[src/rtl/ctrl_regs_pkg.sv]
// ctrl_regs_pkg: shared definitions for the ctrl_regs_n register block.
//   cmd_e       - command encoding on the host command bus
//   *_BASE/ADDR - byte addresses of the register map
//   WIN_MASK    - byte offset bits inside the CTRL/STAT windows
//   field constants for the per-channel CTRL register, CTRL reset value
package ctrl_regs_pkg;

   typedef enum logic [1:0] {
      CMD_IDLE = 2'b00,
      CMD_WR   = 2'b01,
      CMD_RD   = 2'b10
   } cmd_e;

   localparam int unsigned CTRL_BASE     = 'h00;
   localparam int unsigned STAT_BASE     = 'h40;
   localparam int unsigned IRQ_STAT_ADDR = 'h80;
   localparam int unsigned WM_ADDR       = 'h84;
   localparam int unsigned IRQ_MASK_ADDR = 'h88;
   localparam int unsigned LOCK_ADDR     = 'h8C;
   localparam int unsigned WIN_MASK      = 'h3F;

   localparam int EN_LSB   = 0;
   localparam int EN_W     = 1;
   localparam int PRIO_LSB = 1;
   localparam int PRIO_W   = 2;
   localparam int LEN_LSB  = 3;
   localparam int LEN_W    = 3;
   localparam int CTRL_W   = 6;

   localparam logic [31:0] CTRL_RST = 32'h7;

endpackage

[src/rtl/ctrl_regs_n_if.sv]
// ctrl_regs_n_if: host command bus of the ctrl_regs_n block.
//   cmd       - 2'b00 idle, 2'b01 write, 2'b10 read, 2'b11 idle
//   cmd_addr  - byte address, sampled with cmd
//   cmd_wdata - write data, sampled when cmd is write
//   cmd_rdata - registered read data, updated one cycle after a read
//   cmd_err   - one-cycle pulse the cycle after an illegal access
// Bus semantics: no valid/ready pair. A non-idle cmd is a single-cycle
// transaction accepted unconditionally on the rising clock edge; the block
// never back-pressures, and the response (rdata/err) appears the next cycle.
interface ctrl_regs_n_if #(
   parameter int ADDR_W = 8,
   parameter int DATA_W = 32
);
   logic [1:0]        cmd;
   logic [ADDR_W-1:0] cmd_addr;
   logic [DATA_W-1:0] cmd_wdata;
   logic [DATA_W-1:0] cmd_rdata;
   logic              cmd_err;

   modport master (output cmd, cmd_addr, cmd_wdata, input cmd_rdata, cmd_err);
   modport slave  (input cmd, cmd_addr, cmd_wdata, output cmd_rdata, cmd_err);
endinterface

[src/rtl/ctrl_regs_irq.sv]
// ctrl_regs_irq: watermark interrupt logic.
//   clk_i, rstn_i - clock, async active-low reset
//   avail_i       - packed per-channel availability, channel 0 in LSBs
//   wm_i          - watermark; a channel is "below" when avail < wm
//   w1c_i         - per-channel clear strobes from an IRQ_STAT write
//   mask_i        - interrupt mask
//   stat_o        - sticky IRQ_STAT
//   irq_o         - registered OR of stat & mask
module ctrl_regs_irq #(
   parameter int NUM_CH  = 3,
   parameter int AVAIL_W = 8
) (
   input  logic                      clk_i,
   input  logic                      rstn_i,
   input  logic [NUM_CH*AVAIL_W-1:0] avail_i,
   input  logic [AVAIL_W-1:0]        wm_i,
   input  logic [NUM_CH-1:0]         w1c_i,
   input  logic [NUM_CH-1:0]         mask_i,
   output logic [NUM_CH-1:0]         stat_o,
   output logic                      irq_o
);

   logic [NUM_CH-1:0] below;
   logic [NUM_CH-1:0] below_q;
   logic [NUM_CH-1:0] stat_d;
   logic [NUM_CH-1:0] stat_q;
   logic              irq_q;

   always_comb begin
      below = '0;
      for (int c = 0; c < NUM_CH; c++) begin
         below[c] = avail_i[c*AVAIL_W +: AVAIL_W] < wm_i;
      end
      // A new falling crossing overrides a same-cycle clear.
      stat_d = (stat_q & ~w1c_i) | (below & ~below_q);
   end

   always_ff @(posedge clk_i or negedge rstn_i) begin
      if (!rstn_i) begin
         below_q <= '0;
         stat_q  <= '0;
         irq_q   <= 1'b0;
      end else begin
         below_q <= below;
         stat_q  <= stat_d;
         irq_q   <= |(stat_q & mask_i);
      end
   end

   assign stat_o = stat_q;
   assign irq_o  = irq_q;

endmodule

[src/rtl/ctrl_regs_n.sv]
// ctrl_regs_n: MCDF control/status register block for NUM_CH slave channels.
//   clk_i, rstn_i - clock, async active-low reset
//   cmd_if        - host command bus (slave side)
//   slv_avail_i   - packed per-channel FIFO availability, channel 0 in LSBs
//   slv_en_o      - per-channel enable
//   slv_prio_o    - packed 2-bit priorities
//   slv_len_o     - packed 3-bit length codes
//   irq_o         - watermark interrupt
// Optional feature macro: CTRL_REGS_LOCK_EN adds a sticky LOCK register at
// 0x8C that freezes CTRL, WM and LOCK until reset.
module ctrl_regs_n
   import ctrl_regs_pkg::*;
#(
   parameter int NUM_CH  = 3,
   parameter int DATA_W  = 32,
   parameter int ADDR_W  = 8,
   parameter int AVAIL_W = 8
) (
   input  logic                      clk_i,
   input  logic                      rstn_i,
   ctrl_regs_n_if.slave              cmd_if,
   input  logic [NUM_CH*AVAIL_W-1:0] slv_avail_i,
   output logic [NUM_CH-1:0]         slv_en_o,
   output logic [NUM_CH*PRIO_W-1:0]  slv_prio_o,
   output logic [NUM_CH*LEN_W-1:0]   slv_len_o,
   output logic                      irq_o
);

   if (DATA_W != 32) begin : g_bad_data_w
      $error("ctrl_regs_n: DATA_W must be 32");
   end
   if (NUM_CH < 1 || NUM_CH > 8) begin : g_bad_num_ch
      $error("ctrl_regs_n: NUM_CH must be 1..8");
   end
   if (AVAIL_W < 1 || AVAIL_W > DATA_W) begin : g_bad_avail_w
      $error("ctrl_regs_n: AVAIL_W must be 1..DATA_W");
   end

   logic              is_wr, is_rd, aligned, idx_ok;
   logic [3:0]        ch_idx;
   logic              hit_ctrl, hit_stat, hit_istat, hit_wm, hit_mask, hit_lock;
   logic              locked;
   logic              ctrl_we, wm_we, mask_we, lock_we, wr_ok, rd_ok;
   logic [CTRL_W-1:0] ctrl_sel;
   logic [AVAIL_W-1:0] avail_sel;
   logic [NUM_CH-1:0] w1c, irq_stat;
   logic [DATA_W-1:0] rdata_d, rdata_q;
   logic              err_d, err_q;
   logic [CTRL_W-1:0] ctrl_q [NUM_CH];
   logic [AVAIL_W-1:0] wm_q;
   logic [NUM_CH-1:0] mask_q;
   logic              unused_wdata;

   // Upper write-data bits are architecturally ignored.
   assign unused_wdata = ^cmd_if.cmd_wdata;

`ifdef CTRL_REGS_LOCK_EN
   logic lock_q;

   always_ff @(posedge clk_i or negedge rstn_i) begin
      if (!rstn_i) begin
         lock_q <= 1'b0;
      end else if (lock_we) begin
         lock_q <= cmd_if.cmd_wdata[0];
      end
   end

   assign locked   = lock_q;
   assign hit_lock = cmd_if.cmd_addr == ADDR_W'(LOCK_ADDR);
`else
   assign locked   = 1'b0;
   assign hit_lock = 1'b0;
`endif

   always_comb begin
      is_wr   = cmd_if.cmd == CMD_WR;
      is_rd   = cmd_if.cmd == CMD_RD;
      ch_idx  = cmd_if.cmd_addr[5:2];
      aligned = cmd_if.cmd_addr[1:0] == 2'b00;
      idx_ok  = int'(ch_idx) < NUM_CH;

      // CTRL/STAT are 64-byte windows; only the first NUM_CH words are mapped.
      hit_ctrl  = aligned && idx_ok &&
                  ((cmd_if.cmd_addr & ~ADDR_W'(WIN_MASK)) == ADDR_W'(CTRL_BASE));
      hit_stat  = aligned && idx_ok &&
                  ((cmd_if.cmd_addr & ~ADDR_W'(WIN_MASK)) == ADDR_W'(STAT_BASE));
      hit_istat = cmd_if.cmd_addr == ADDR_W'(IRQ_STAT_ADDR);
      hit_wm    = cmd_if.cmd_addr == ADDR_W'(WM_ADDR);
      hit_mask  = cmd_if.cmd_addr == ADDR_W'(IRQ_MASK_ADDR);

      ctrl_we = is_wr && hit_ctrl && !locked;
      wm_we   = is_wr && hit_wm   && !locked;
      lock_we = is_wr && hit_lock && !locked;
      mask_we = is_wr && hit_mask;
      w1c     = (is_wr && hit_istat) ? cmd_if.cmd_wdata[NUM_CH-1:0] : '0;

      wr_ok = ctrl_we || wm_we || lock_we || mask_we || (is_wr && hit_istat);
      rd_ok = hit_ctrl || hit_stat || hit_istat || hit_wm || hit_mask || hit_lock;
      err_d = (is_wr && !wr_ok) || (is_rd && !rd_ok);

      ctrl_sel  = '0;
      avail_sel = '0;
      for (int c = 0; c < NUM_CH; c++) begin
         if (int'(ch_idx) == c) begin
            ctrl_sel  = ctrl_q[c];
            avail_sel = slv_avail_i[c*AVAIL_W +: AVAIL_W];
         end
      end

      // Read data holds between reads; an illegal read returns zero.
      rdata_d = rdata_q;
      if (is_rd) begin
         rdata_d = '0;
         if (hit_ctrl)       rdata_d = DATA_W'(ctrl_sel);
         else if (hit_stat)  rdata_d = DATA_W'(avail_sel);
         else if (hit_istat) rdata_d = DATA_W'(irq_stat);
         else if (hit_wm)    rdata_d = DATA_W'(wm_q);
         else if (hit_mask)  rdata_d = DATA_W'(mask_q);
         else if (hit_lock)  rdata_d = DATA_W'(locked);
      end
   end

   always_ff @(posedge clk_i or negedge rstn_i) begin
      if (!rstn_i) begin
         rdata_q <= '0;
         err_q   <= 1'b0;
         wm_q    <= '0;
         mask_q  <= '0;
         for (int c = 0; c < NUM_CH; c++) begin
            ctrl_q[c] <= CTRL_RST[CTRL_W-1:0];
         end
      end else begin
         rdata_q <= rdata_d;
         err_q   <= err_d;
         if (wm_we)   wm_q   <= cmd_if.cmd_wdata[AVAIL_W-1:0];
         if (mask_we) mask_q <= cmd_if.cmd_wdata[NUM_CH-1:0];
         for (int c = 0; c < NUM_CH; c++) begin
            if (ctrl_we && int'(ch_idx) == c) begin
               ctrl_q[c] <= cmd_if.cmd_wdata[CTRL_W-1:0];
            end
         end
      end
   end

   ctrl_regs_irq #(
      .NUM_CH  (NUM_CH),
      .AVAIL_W (AVAIL_W)
   ) u_irq (
      .clk_i   (clk_i),
      .rstn_i  (rstn_i),
      .avail_i (slv_avail_i),
      .wm_i    (wm_q),
      .w1c_i   (w1c),
      .mask_i  (mask_q),
      .stat_o  (irq_stat),
      .irq_o   (irq_o)
   );

   for (genvar c = 0; c < NUM_CH; c++) begin : g_out
      assign slv_en_o[c]                     = ctrl_q[c][EN_LSB];
      assign slv_prio_o[c*PRIO_W +: PRIO_W]  = ctrl_q[c][PRIO_LSB +: PRIO_W];
      assign slv_len_o[c*LEN_W +: LEN_W]     = ctrl_q[c][LEN_LSB +: LEN_W];
   end

   assign cmd_if.cmd_rdata = rdata_q;
   assign cmd_if.cmd_err   = err_q;

endmodule

[src/flat_wrapper.sv]
// flat-port wrapper written by rule: the top's interface ports become plain ports
module ctrl_regs_n_flat import ctrl_regs_pkg::*;
#(
   parameter int NUM_CH  = 3,
   parameter int DATA_W  = 32,
   parameter int ADDR_W  = 8,
   parameter int AVAIL_W = 8
)
  (clk_i, rstn_i, slv_avail_i, slv_en_o, slv_prio_o, slv_len_o, irq_o, cmd_if_cmd, cmd_if_cmd_addr, cmd_if_cmd_wdata, cmd_if_cmd_rdata, cmd_if_cmd_err);
  ctrl_regs_n_if #(.ADDR_W(ADDR_W), .DATA_W(DATA_W)) cmd_if_i ();
  input  logic clk_i;
  input  logic rstn_i;
  input  logic [NUM_CH*AVAIL_W-1:0] slv_avail_i;
  output logic [NUM_CH-1:0] slv_en_o;
  output logic [NUM_CH*PRIO_W-1:0] slv_prio_o;
  output logic [NUM_CH*LEN_W-1:0] slv_len_o;
  output logic irq_o;
  input wire logic [$bits(cmd_if_i.cmd)-1:0] cmd_if_cmd;
  input wire logic [$bits(cmd_if_i.cmd_addr)-1:0] cmd_if_cmd_addr;
  input wire logic [$bits(cmd_if_i.cmd_wdata)-1:0] cmd_if_cmd_wdata;
  output wire logic [$bits(cmd_if_i.cmd_rdata)-1:0] cmd_if_cmd_rdata;
  output wire logic [$bits(cmd_if_i.cmd_err)-1:0] cmd_if_cmd_err;
  assign cmd_if_i.cmd = cmd_if_cmd;
  assign cmd_if_i.cmd_addr = cmd_if_cmd_addr;
  assign cmd_if_i.cmd_wdata = cmd_if_cmd_wdata;
  assign cmd_if_cmd_rdata = cmd_if_i.cmd_rdata;
  assign cmd_if_cmd_err = cmd_if_i.cmd_err;
  ctrl_regs_n #(.NUM_CH(NUM_CH), .DATA_W(DATA_W), .ADDR_W(ADDR_W), .AVAIL_W(AVAIL_W)) u_core (.clk_i(clk_i), .rstn_i(rstn_i), .cmd_if(cmd_if_i), .slv_avail_i(slv_avail_i), .slv_en_o(slv_en_o), .slv_prio_o(slv_prio_o), .slv_len_o(slv_len_o), .irq_o(irq_o));
endmodule
[config.mk]
export PLATFORM = sky130hd
export DESIGN_NAME = ctrl_regs_n_flat
export DESIGN_NICKNAME = d
export VERILOG_FILES = /design/src/rtl/ctrl_regs_pkg.sv /design/src/rtl/ctrl_regs_n_if.sv /design/src/rtl/ctrl_regs_irq.sv /design/src/rtl/ctrl_regs_n.sv /design/src/flat_wrapper.sv
export SDC_FILE = /design/constraint.sdc
export NUM_CORES = 1
export LEC_CHECK = 0
export CORE_ASPECT_RATIO = 1.4
export CORE_MARGIN = 8
export CORE_UTILIZATION = 25
export DETAILED_ROUTE_END_ITERATION = 10
export SLEW_MARGIN = 20
export SYNTH_ARGS = -nofsm -noshare
export SYNTH_HDL_FRONTEND = slang
export SYNTH_HIERARCHICAL = 1
export SYNTH_SLANG_ARGS = --single-unit
[constraint.sdc]
create_clock -name clk_i -period 3.8 [get_ports clk_i]
set_clock_uncertainty 0.15 [all_clocks]
set_input_delay 0.76 -clock clk_i [delete_from_list [all_inputs] [get_ports clk_i]]
set_output_delay 0.76 -clock clk_i [all_outputs]
set_load 0.005 [all_outputs]
# --- Word level (Yosys, flattened, before mapping) ---
# Cells that the tools add are included.
totals:
  regBits: 69
  in_bits: 68
  out_inout_bits: 52
  wordCells: 66
classes:
  order_cmp: 4
  n_eq_ne: 8
  n_mux: 12
  bitwise: 6
  n_reduce_logical: 26
ops:
  columns: ["operator", "count"]
  rows:
  - ["$mux W32", 4]
  - ["$eq A8 B8 Y1 const B", 3]
  - ["$lt A8 B8 Y1", 3]
  - ["$mux W8", 3]
  - ["$mux W6", 3]
  - ["$logic_and A1 B1 Y1", 12]
  - ["$and A3 B3 Y3", 3]
  - ["$logic_not A8 Y1", 1]
  - ["$logic_or A1 B1 Y1", 8]
  - ["$mux W3", 2]
  - ["$not A3 Y3", 2]
  - ["$eq A2 B1 Y1 const B", 2]
  - ["$eq A4 B2 Y1 const B", 1]
  - ["$eq A4 B3 Y1 const B", 1]
  - ["$logic_not A4 Y1", 1]
  - ["$lt A4 B2 Y1 const B", 1]
  - ["$or A3 B3 Y3", 1]
  - ["$reduce_or A3 Y1", 1]
  - ["$eq A2 B2 Y1 const B", 1]
  - ["$logic_not A1 Y1", 2]
  - ["$logic_not A2 Y1", 1]

# --- Depth between registers and ports, before layout ---
# Gate-level depths: netlist (run 1).
logic_depth:
  depth_word: 10
  depth_mapped: 6
  depth_no_buf: 6

# --- Hierarchy ---
# Netlist (run 1), hierarchy kept.
modules_own_cells:
  columns: ["mod", "n_inst", "cells_per_inst", "area_per_inst_um2", "seq_area_each_um2"]
  rows:
  - ["ctrl_regs_n", 1, 218, 2338.5, 962.2]
  - ["ctrl_regs_irq", 1, 76, 742.0, 175.2]

# --- Worst setup path before layout (run 1) ---
# No wires, ideal clock.
synth_timing:
  path_kind: "in2reg"
  start: "input cmd_if_cmd_addr[2]"
  end: "register u_core.ctrl_q (netlist bit u_core/slv_len_o[0])"
  setup_ns: 0.125
  arrival_time_ns: 1.986
  setup_slack_ns: 1.539
  stages: 4
  cell_sequence: "buf_2 > or3_1 > nor3_2 > mux2_2"
synth_via:
  elab_chain_len: 5
synth_lines:
  columns: ["element", "line_no", "rtl"]
  rows:
  - ["from (decl)", "flat_wrapper.sv:19", "input wire logic [$bits(cmd_if_i.cmd_addr)-1:0] cmd_if_cmd_addr;"]
  - ["$lt A4 B2 Y1", "ctrl_regs_n.sv:80", "idx_ok = int'(ch_idx) < NUM_CH;"]
  - ["$logic_and A1 B1 Y1 (2 in a row)", "ctrl_regs_n.sv:83", "hit_ctrl = aligned && idx_ok &&"]
  - ["$logic_and A1 B1 Y1", "ctrl_regs_n.sv:91", "ctrl_we = is_wr && hit_ctrl && !locked;"]
  - ["$logic_and A1 B1 Y1 (*)", "ctrl_regs_n.sv:138", "if (ctrl_we && int'(ch_idx) == c) begin"]
  - ["to (signal, indexed assignment)", "ctrl_regs_n.sv:130", "ctrl_q[c] <= CTRL_RST[CTRL_W-1:0];"]
  - ["to (signal, indexed assignment)", "ctrl_regs_n.sv:139", "ctrl_q[c] <= cmd_if.cmd_wdata[CTRL_W-1:0];"]
  - ["to (decl)", "ctrl_regs_n.sv:49", "logic [CTRL_W-1:0] ctrl_q [NUM_CH];"]
# Every way passes the cells marked *; elsewhere a longest branch is shown, timed or not.
# A chain may end at the register's enable or synchronous reset.

# --- Worst setup path after layout (run 1) ---
layout_timing:
  start: "input cmd_if_cmd_addr[2]"
  end: "register u_core.mask_q[0]"
layout_via:
  elab_chain_len: 2
layout_lines:
  columns: ["element", "line_no", "rtl"]
  rows:
  - ["$eq A8 B8 Y1", "ctrl_regs_n.sv:89", "hit_mask = cmd_if.cmd_addr == ADDR_W'(IRQ_MASK_ADDR);"]
  - ["$logic_and A1 B1 Y1", "ctrl_regs_n.sv:94", "mask_we = is_wr && hit_mask;"]
  - ["to (signal assigned)", "ctrl_regs_n.sv:136", "if (mask_we) mask_q <= cmd_if.cmd_wdata[NUM_CH-1:0];"]
  - ["to (decl)", "ctrl_regs_n.sv:51", "logic [NUM_CH-1:0] mask_q;"]
# Every way passes these cells.

==> results of run 1 <==
-- flip-flops by register name, indices dropped and copies added (netlist names) --
name,cells
u_core/u_irq/stat_o,3
u_core/slv_len_o,9
u_core/mask_q,3
u_core/wm_q,8
u_core/slv_en_o,3
u_core/cmd_if.cmd_err,1
u_core/u_irq/irq_o,1
u_core/slv_prio_o,6
u_core/u_irq/below_q,3
u_core/cmd_if.cmd_rdata,8
-- area by class of cell --
class / instances / area, sq um / share of cell area [%]
multi-input cells: 222 / 1750 / 43.4
clock inverters: 1 / 7.51 / 0.187
repair buffers: 76 / 746 / 18.5
inverters: 14 / 52.6 / 1.31
flip-flops and latches: 45 / 1140 / 28.3
clock buffers: 7 / 143 / 3.55
well taps: 150 / 188 / 4.67
-- placed cells by master (no fill, tap or decap), types with 2 or more instances in the layout --
| cell type | n |
|---|---|
| a21o_1 | 6 |
| a21oi_1 | 5 |
| a221oi_2 | 3 |
| a31oi_1 | 6 |
| a32o_2 | 2 |
| and2_1 | 7 |
| and3_1 | 2 |
| buf_4 | 6 |
| clkbuf_16 | 5 |
| clkdlybuf4s50_1 | 70 |
| conb_1 | 24 |
| dfrtp_1 | 36 |
| dfstp_2 | 9 |
| ha_1 | 21 |
| inv_1 | 14 |
| mux2_2 | 30 |
| mux2i_1 | 16 |
| nand2_1 | 15 |
| nand2b_1 | 4 |
| nand3_1 | 5 |
| nand4_1 | 4 |
| nor2_1 | 7 |
| nor2b_1 | 5 |
| nor3_1 | 9 |
| nor4_4 | 2 |
| o211ai_1 | 4 |
| o21ai_0 | 6 |
| o21ai_1 | 3 |
| o221ai_1 | 2 |
| o22ai_1 | 4 |
| o2bb2ai_1 | 8 |
| o31ai_1 | 2 |
-- metrics by stage --
stage	hold WS, ns	util, %
after floorplan	0.314	-
after global placement	0.345	31.7
after detailed placement	0.338	31.7
after CTS	0.351	33.0
after global routing	0.365	33.0
final	0.334	33.0
-- worst min path at each step --
| stage | start | end | slack (ns) | depth (start not counted) |
|---|---|---|---|---|
| 2_1_floorplan | rstn_i | u_core/cmd_if.cmd_err$_DFF_PN0_ | 0.31 | 0 |
| 5_1_grt | rstn_i | u_core/slv_len_o[6]$_DFFE_PN0P_ | 0.37 | 1 |
| 4_1_cts | u_core/cmd_if.cmd_rdata[5]$_DFFE_PN0P_ | u_core/cmd_if.cmd_rdata[5]$_DFFE_PN0P_ | 0.35 | 2 |
| 3_5_place_dp | u_core/cmd_if.cmd_rdata[5]$_DFFE_PN0P_ | u_core/cmd_if.cmd_rdata[5]$_DFFE_PN0P_ | 0.34 | 2 |
| 6_report | rstn_i | u_core/wm_q[5]$_DFFE_PN0P_ | 0.33 | 1 |
| 3_3_place_gp | u_core/cmd_if.cmd_rdata[5]$_DFFE_PN0P_ | u_core/cmd_if.cmd_rdata[5]$_DFFE_PN0P_ | 0.35 | 2 |
-- per-layer routing --
metal | vias up | global-route usage, % | routed length [microns]
li1 | 1185 | - | -
met1 | 1213 | 13.9 | 3860
met2 | 101 | 19.0 | 4530
met3 | 10 | 2.81 | 694
met4 | 0 | 3.86 | 182
met5 | - | 0 | 0
-- kinds of logic (layout without fill, tap and decap cells) --
family | after synthesis | after routing | synth area share, %
compound gates | 59 | 59 | 14.6
fa+ha+maj | 21 | 21 | 8.53
buf+inv | 50 | 98 | 9.18
flops | 45 | 45 | 36.9
mux | 46 | 46 | 16.2
other cells | 1 | 24 | 0.122
simple gates | 72 | 72 | 14.5
-- power by group --
part / internal [mW] / total [mW] / switching (mW)
Combinational: 0.108 / 0.220 / 0.112
Sequential: 0.497 / 0.507 / 0.0102
Clock: 0.262 / 0.439 / 0.177
Total: 0.867 / 1.17 / 0.299
==> flow_metrics.py, run 1 <==
metrics = {
    "outcome": {
        "status": "finished clean",
    },
    "power": {
        "leakage_nw": 1.71,
        "power_mw": 1.17,
        "ir_drop_mv": 0.201,
        "powerDensity_mw_per_mm2": 290,
    },
    "worst_hold_path": {
        "worstHoldPathType": "in -> async",
    },
    "global_route": {
        "grt_use_total_pct": 11.5,
        "grt_antenna_before_repair": 0,
        "grt_pass1_vias": 2639,
        "grt_max_degree": 46,
        "grt.overflow.total": 0,
        "grt_pass1_wl_microns": 14400,
    },
    "critical_path": {
        "critical_path.max_stage_delay_ns": 0.71,
        "r2r-end": "u_core/u_irq/stat_o[1]$_DFF_PN0_",
        "crit_top_cell": "buf_4",
        "critPathBufInv": 3,
        "ff2ff_setup_slack_ns": 2.07,
        "cp-end-kind": "flip-flop",
        "cp.depth": 6,
        "crit_type": "in -> reg",
        "cp.arrival_ns": 2.97,
        "setup.worst_path.end": "u_core/mask_q[0]$_DFFE_PN0P_",
        "worst-r2r-cell-count": 6,
        "crit_slowest_cell": "clkdlybuf4s50_1",
        "crit_fanout": 16,
        "worst_setup_path_start_kind": "primary input",
        "required_ns": 3.82,
        "cp_cell_sequence": "clkdlybuf4s50_1, buf_4, nor2b_1, buf_4, nand3_1, mux2_2",
        "setup.worst_path.start": "cmd_if_cmd_addr[2]",
        "cp_top_family": "buffers and inverters",
        "r2r_start": "u_core/wm_q[2]$_DFFE_PN0P_",
    },
    "sta": {
        "rsz0062_at_grt": "no",
        "slew_headroom_pct": 53.4,
        "worst_pin_slew_ns": 0.695,
        "timing.final.crit_share_pct": 77.7,
        "max_freq_mhz": 339,
        "setup_viol": 0,
        "hold_violations": 0,
        "tns_ns": 0,
        "slew_viol_final": 0,
        "layout_min_cycle_time_ns": 2.95,
        "layout_setup_ws_ns": 0.847,
    },
    "cells_and_area": {
        "drive_above_1_share_pct": 18.4,
        "fin_area_sq_mm": 0.00402,
        "nets": 453,
        "layoutNonFillerInstCount": 515,
        "n_fill_cell": 1253,
        "diodes": 0,
        "syn_to_final_growth_pct": 30.5,
    },
    "yosys": {
        "yosys_warnings": 6,
        "synth_cells": 294,
        "async_flop_share_pct": 100,
        "synth_commonest_cells": "36 x dfrtp_1, 30 x mux2_2, 24 x buf_4",
        "synth_seq_area_share_pct": 36.9,
        "synth_ff_type": "dfrtp_1",
        "ys_ff_latch": 45,
        "syn_area_sq_mm": 0.00308,
        "synth_enable_flop_cells": 0,
        "syn_avg_cell_area_sq_um": 10.5,
        "yosysUniqueCellTypes": 52,
        "synthTopCellsByArea": "dfrtp_1 29%, mux2_2 11%, ha_1 8.5%, dfstp_2 7.7%, buf_4 5.8%",
        "synth_top_area_share_pct": 29.2,
        "yosys.area.top_type": "dfrtp_1",
        "synth.most_common_cell": "dfrtp_1",
    },
    "floorplan": {
        "die-area_sq_mm": 0.0162,
        "initial_core_util_pct": 25.3,
        "die_x_microns": 110,
        "io_pins": 120,
        "fp.coreArea_sq_mm": 0.0122,
        "die_h_microns": 147,
        "rows": 48,
    },
    "drt": {
        "via_per_inst": 4.87,
        "antenna_left": 0,
        "drt_wl_total_microns": 9270,
        "vias": 2509,
        "drc": 0,
        "drt_pass1_iterations": 4,
        "wl_per_cell_microns": 18.0,
        "drt_iter0_markers": 129,
    },
    "clocking": {
        "cts_hold_buf": 0,
        "clk_latency_ns": 0.28,
        "cts_root_buf": "clkbuf_16",
        "h-tree-depth": 2,
        "cts_setup_buffers": 0,
        "tritoncts": "built",
        "clock_sinks": 45,
        "cts.repair.resized": 0,
        "cts_buffers": 5,
        "cts.clk_slew.worst_paths_ns": 0.06,
        "cts_buffer_depth": 2,
    },
    "placed_design": {
        "dp_cells": 507,
        "numPortBuffers": 71,
        "placed_area_sq_mm": 0.00387,
        "dp_hpwl_microns": 7500,
        "globalplace.congestion": 0.890,
        "dp_slack_ns": 0.538,
    },
    "job": {
        "drv_cap": 0,
    },
}
Power figures use the tool's default switching activity.
==> run 2: changes to the inputs <==
clock period = 2.56 ns   (was 3.8 ns; I/O delays follow)
==> flow_metrics.py, run 2 (same netlist as run 1, synthesis figures left out) <==
metrics = {
    "clocking": {
        "cts_buffer_depth": 2,
        "cts_buffers": 5,
        "tritoncts": "built",
        "cts.clk_slew.worst_paths_ns": 0.05,
        "clock_sinks": 45,
        "clk_latency_ns": 0.29,
        "cts_hold_buf": 0,
        "h-tree-depth": 2,
        "cts.repair.resized": 0,
        "cts_root_buf": "clkbuf_16",
        "cts_setup_buffers": 0,
    },
    "cells_and_area": {
        "syn_to_final_growth_pct": 35.9,
        "layout_common_cells": "70 x clkdlybuf4s50_1, 36 x dfrtp_1, 30 x mux2_2",
        "layoutNonFillerInstCount": 539,
        "fin_area_sq_mm": 0.00419,
        "final_util_pct": 34.3,
        "drive_above_1_share_pct": 23.1,
        "diodes": 0,
        "nets": 477,
        "mostFrequentLayoutCell": "clkdlybuf4s50_1",
        "largest_reg_flops": 9,
    },
    "placed_design": {
        "numPortBuffers": 71,
        "globalplace.congestion": 0.858,
        "dp_hpwl_microns": 7730,
        "dp_cells": 531,
        "placed_area_sq_mm": 0.00405,
    },
    "sta": {
        "setup_viol": 0,
        "hold_violations": 0,
        "worst_pin_slew_ns": 0.577,
        "slew_headroom_pct": 61.6,
        "layout_min_cycle_time_ns": 2.27,
        "max_freq_mhz": 440,
        "slew_viol_final": 0,
        "rsz0062_at_grt": "no",
        "timing.final.crit_share_pct": 88.7,
    },
    "floorplan": {
        "die-area_sq_mm": 0.0162,
        "fp.coreArea_sq_mm": 0.0122,
        "initial_core_util_pct": 25.3,
        "die_h_microns": 147,
        "die_x_microns": 110,
        "io_pins": 120,
        "rows": 48,
    },
    "drt": {
        "vias": 2570,
        "wl_per_cell_microns": 17.3,
        "drt_wl_total_microns": 9330,
        "drc": 0,
        "met2_length_microns": 4590,
        "antenna_left": 0,
        "drt-met1-wl_microns": 3810,
        "via_per_inst": 4.77,
        "drt_pass1_iterations": 4,
        "route.met3.wl_microns": 716,
        "top_layer": "met4",
        "drt_iter0_markers": 120,
    },
    "global_route": {
        "grt_pass1_vias": 2776,
        "grt_max_degree": 46,
        "grt_antenna_before_repair": 0,
        "grt_pass1_wl_microns": 14700,
        "grt.overflow.total": 0,
        "grt_use_total_pct": 11.6,
    },
    "power": {
        "powerDensity_mw_per_mm2": 409,
        "power_mw": 1.71,
        "ir_drop_mv": 0.323,
        "leakage_nw": 1.83,
    },
    "critical_path": {
        "worst_setup_path_start_kind": "primary input",
        "crit_type": "in -> reg",
        "cp.arrival_ns": 2.29,
        "required_ns": 2.58,
        "cp-end-kind": "flip-flop",
        "crit_fanout": 6,
    },
    "worst_hold_path": {
        "worstHoldPathType": "in -> async",
    },
    "job": {
        "drv_cap": 0,
    },
    "outcome": {
        "status": "finished clean",
    },
}
==> run 2: critical path, stage by stage <==
cell and delay [ns]:
clkdlybuf4s50_1 0.43, buf_4 0.15, nor3_1 0.22, nand2_1 0.21
nor4_4 0.24, buf_4 0.20, mux2_2 0.34
==> run 2: worst paths after layout <==
check / slack, ns / startpoint / endpoint / depth (start not counted)
min reg2reg: 0.35 / u_core/cmd_if.cmd_rdata[5]$_DFFE_PN0P_ / u_core/cmd_if.cmd_rdata[5]$_DFFE_PN0P_ / 2
min: 0.15 / rstn_i / u_core/slv_len_o[2]$_DFFE_PN0P_ / 2
min in group clk_i: 0.35 / u_core/cmd_if.cmd_rdata[5]$_DFFE_PN0P_ / u_core/cmd_if.cmd_rdata[5]$_DFFE_PN0P_ / 2
max reg2reg: 0.83 / u_core/wm_q[7]$_DFFE_PN0P_ / u_core/u_irq/stat_o[1]$_DFF_PN0_ / 5
max: 0.29 / cmd_if_cmd_addr[1] / u_core/slv_len_o[8]$_DFFE_PN0P_ / 7
max in group asynchronous: 1.70 / rstn_i / u_core/cmd_if.cmd_rdata[5]$_DFFE_PN0P_ / 2
==> run 2: metal layers <==
layer,vias up,track usage [%]
li1,1222,-
met4,0,4.07
met2,105,19.5
met3,15,2.98
met5,-,0
met1,1228,13.8
==> run 2: where the power goes <==
| part | internal, mW | total [mW] | switching [mW] | leakage [nW] |
|---|---|---|---|---|
| Combinational | 0.177 | 0.345 | 0.168 | 1.19 |
| Clock | 0.361 | 0.614 | 0.253 | 0.0679 |
| Sequential | 0.738 | 0.753 | 0.0147 | 0.568 |
| Total | 1.28 | 1.71 | 0.436 | 1.83 |
==> run 2: final cells by class <==
class	instances	area, sq um
multi-input cells	222	1750
flip-flops and latches	45	1140
inverters	14	52.6
repair buffers	100	923
clock buffers	7	133
well taps	150	188
clock inverters	1	5.00
fillers	1237	8010
==> run 2: metrics by stage <==
| stage | TNS [ns] | setup slack, ns | hold slack [ns] |
|---|---|---|---|
| 2_1_floorplan | 0 | 0.547 | 0.0664 |
| 4_1_cts | 0 | 0.293 | 0.179 |
| 3_3_place_gp | 0 | 0.0202 | 0.343 |
| 3_5_place_dp | -0.0300 | -0.0121 | 0.342 |
| 5_1_grt | 0 | 0.139 | 0.199 |
| 6_report | 0 | 0.289 | 0.146 |
==> run 3: changes to the inputs <==
PLACE_DENSITY = 0.51   (was unset)
==> flow_metrics.py, run 3 (same netlist as run 1, synthesis figures left out) <==
metrics = {
    "sta": {
        "layout_setup_ws_ns": 0.256,
        "layout_min_cycle_time_ns": 2.30,
        "max_freq_mhz": 434,
        "slew_viol_final": 0,
        "timing.final.crit_share_pct": 90.0,
        "tns_ns": 0,
        "hold_violations": 0,
        "holdWs_ns": 0.160,
        "worst_pin_slew_ns": 0.599,
        "rsz0062_at_grt": "no",
        "slew_headroom_pct": 60.1,
        "setup_viol": 0,
    },
    "critical_path": {
        "r2r_start": "u_core/wm_q[7]$_DFFE_PN0P_",
        "cp.arrival_ns": 2.33,
        "setup.worst_path.start": "cmd_if_cmd_addr[2]",
        "worst_setup_path_start_kind": "primary input",
        "r2r-end": "u_core/u_irq/stat_o[1]$_DFF_PN0_",
        "cp.depth": 7,
        "crit_fanout": 6,
        "cp_top_family": "buffers and inverters",
        "ff2ff_setup_slack_ns": 0.84,
        "critical_path.max_stage_delay_ns": 0.55,
        "worst-r2r-cell-count": 5,
        "cp-end-kind": "flip-flop",
        "required_ns": 2.58,
        "crit_slowest_cell": "clkdlybuf4s50_1",
        "critPathBufInv": 4,
        "setup.worst_path.end": "u_core/slv_len_o[8]$_DFFE_PN0P_",
        "crit_top_cell": "buf_4",
        "crit_type": "in -> reg",
        "cp_cell_sequence": "clkdlybuf4s50_1, buf_4, buf_4, nand2b_1, nor4_4, buf_4, mux2_2",
    },
    "clocking": {
        "tritoncts": "built",
        "cts_hold_buf": 0,
        "h-tree-depth": 2,
        "clk_latency_ns": 0.29,
        "cts_buffer_depth": 2,
        "cts_buffers": 5,
        "cts.repair.resized": 0,
        "cts_root_buf": "clkbuf_16",
        "cts_setup_buffers": 0,
        "clock_sinks": 45,
        "cts.clk_slew.worst_paths_ns": 0.06,
    },
    "drt": {
        "drt_wl_total_microns": 9660,
        "via_per_inst": 4.76,
        "drt_pass1_iterations": 4,
        "drc": 0,
        "wl_per_cell_microns": 17.7,
        "antenna_left": 0,
        "vias": 2594,
        "drt_iter0_markers": 194,
    },
    "floorplan": {
        "initial_core_util_pct": 25.3,
        "io_pins": 120,
        "die-area_sq_mm": 0.0162,
        "fp.coreArea_sq_mm": 0.0122,
        "die_h_microns": 147,
        "rows": 48,
        "die_x_microns": 110,
    },
    "job": {
        "drv_cap": 0,
    },
    "cells_and_area": {
        "n_fill_cell": 1245,
        "largest_reg_flops": 9,
        "layout_common_cells": "70 x clkdlybuf4s50_1, 36 x dfrtp_1, 34 x buf_4",
        "layoutNonFillerInstCount": 545,
        "diodes": 0,
        "syn_to_final_growth_pct": 38.8,
        "mostFrequentLayoutCell": "clkdlybuf4s50_1",
        "nets": 483,
        "final_util_pct": 35.1,
        "drive_above_1_share_pct": 24.8,
        "fin_area_sq_mm": 0.00428,
    },
    "power": {
        "powerDensity_mw_per_mm2": 429,
        "leakage_nw": 1.87,
        "ir_drop_mv": 0.321,
        "power_mw": 1.83,
    },
    "global_route": {
        "grt_use_total_pct": 12.3,
        "grt.overflow.total": 0,
        "grt_pass1_wl_microns": 15400,
        "grt_pass1_vias": 2873,
        "grt_max_degree": 46,
        "gr-usage-met3_pct": 2.81,
        "met2_usage_pct": 21.3,
        "grt.met1_usage_pct": 14.3,
        "grt_antenna_before_repair": 0,
        "busiest_layer": "met2",
    },
    "placed_design": {
        "dp_hpwl_microns": 8010,
        "dp_cells": 537,
        "globalplace.congestion": 0.822,
        "dp_slack_ns": -0.0401,
        "placed_area_sq_mm": 0.00411,
        "numPortBuffers": 71,
    },
    "outcome": {
        "status": "finished clean",
    },
    "worst_hold_path": {
        "worstHoldPathType": "in -> async",
    },
}
## run 3: layer usage
metal | part of all wire [%] | routed length, microns | vias up
met4 | 2.1 | 204 | 0
met3 | 8.1 | 784 | 12
li1 | - | - | 1238
met2 | 50 | 4870 | 105
met5 | 0 | 0 | -
met1 | 39 | 3800 | 1239
## run 3: worst min path at each step
stage / start / to / slack (ns) / depth (start not counted)
after floorplan: rstn_i / u_core/cmd_if.cmd_err$_DFF_PN0_ / 0.07 / 0
after global placement: u_core/cmd_if.cmd_rdata[5]$_DFFE_PN0P_ / u_core/cmd_if.cmd_rdata[5]$_DFFE_PN0P_ / 0.34 / 2
after detailed placement: u_core/cmd_if.cmd_rdata[5]$_DFFE_PN0P_ / u_core/cmd_if.cmd_rdata[5]$_DFFE_PN0P_ / 0.34 / 2
after CTS: rstn_i / u_core/u_irq/irq_o$_DFF_PN0_ / 0.18 / 2
after global routing: rstn_i / u_core/cmd_if.cmd_rdata[0]$_DFFE_PN0P_ / 0.21 / 2
final: rstn_i / u_core/mask_q[0]$_DFFE_PN0P_ / 0.16 / 2
## run 3: area by class of cell
class | count | area, sq um | share of cell area, %
clock buffer | 7 | 164 | 3.83
clock inverter | 1 | 7.51 | 0.176
inverter | 14 | 52.6 | 1.23
multi-input combinational | 222 | 1750 | 40.8
sequential | 45 | 1140 | 26.6
tap | 150 | 188 | 4.39
timing repair buffer | 106 | 981 | 22.9
## run 3: worst register-to-register path: cells and delay by family (launching register included)
kind | cells | cell delay (ns)
flops | 1 | 0.40
simple gates | 1 | 0.22
buf+inv | 1 | 0.12
fa+ha+maj | 1 | 0.27
compound gates | 2 | 0.50
## run 3: power by group
group,internal (mW),switching (mW),leakage (nW)
combinational,0.184,0.172,1.22
sequential,0.738,0.0151,0.568
clock,0.448,0.277,0.0813
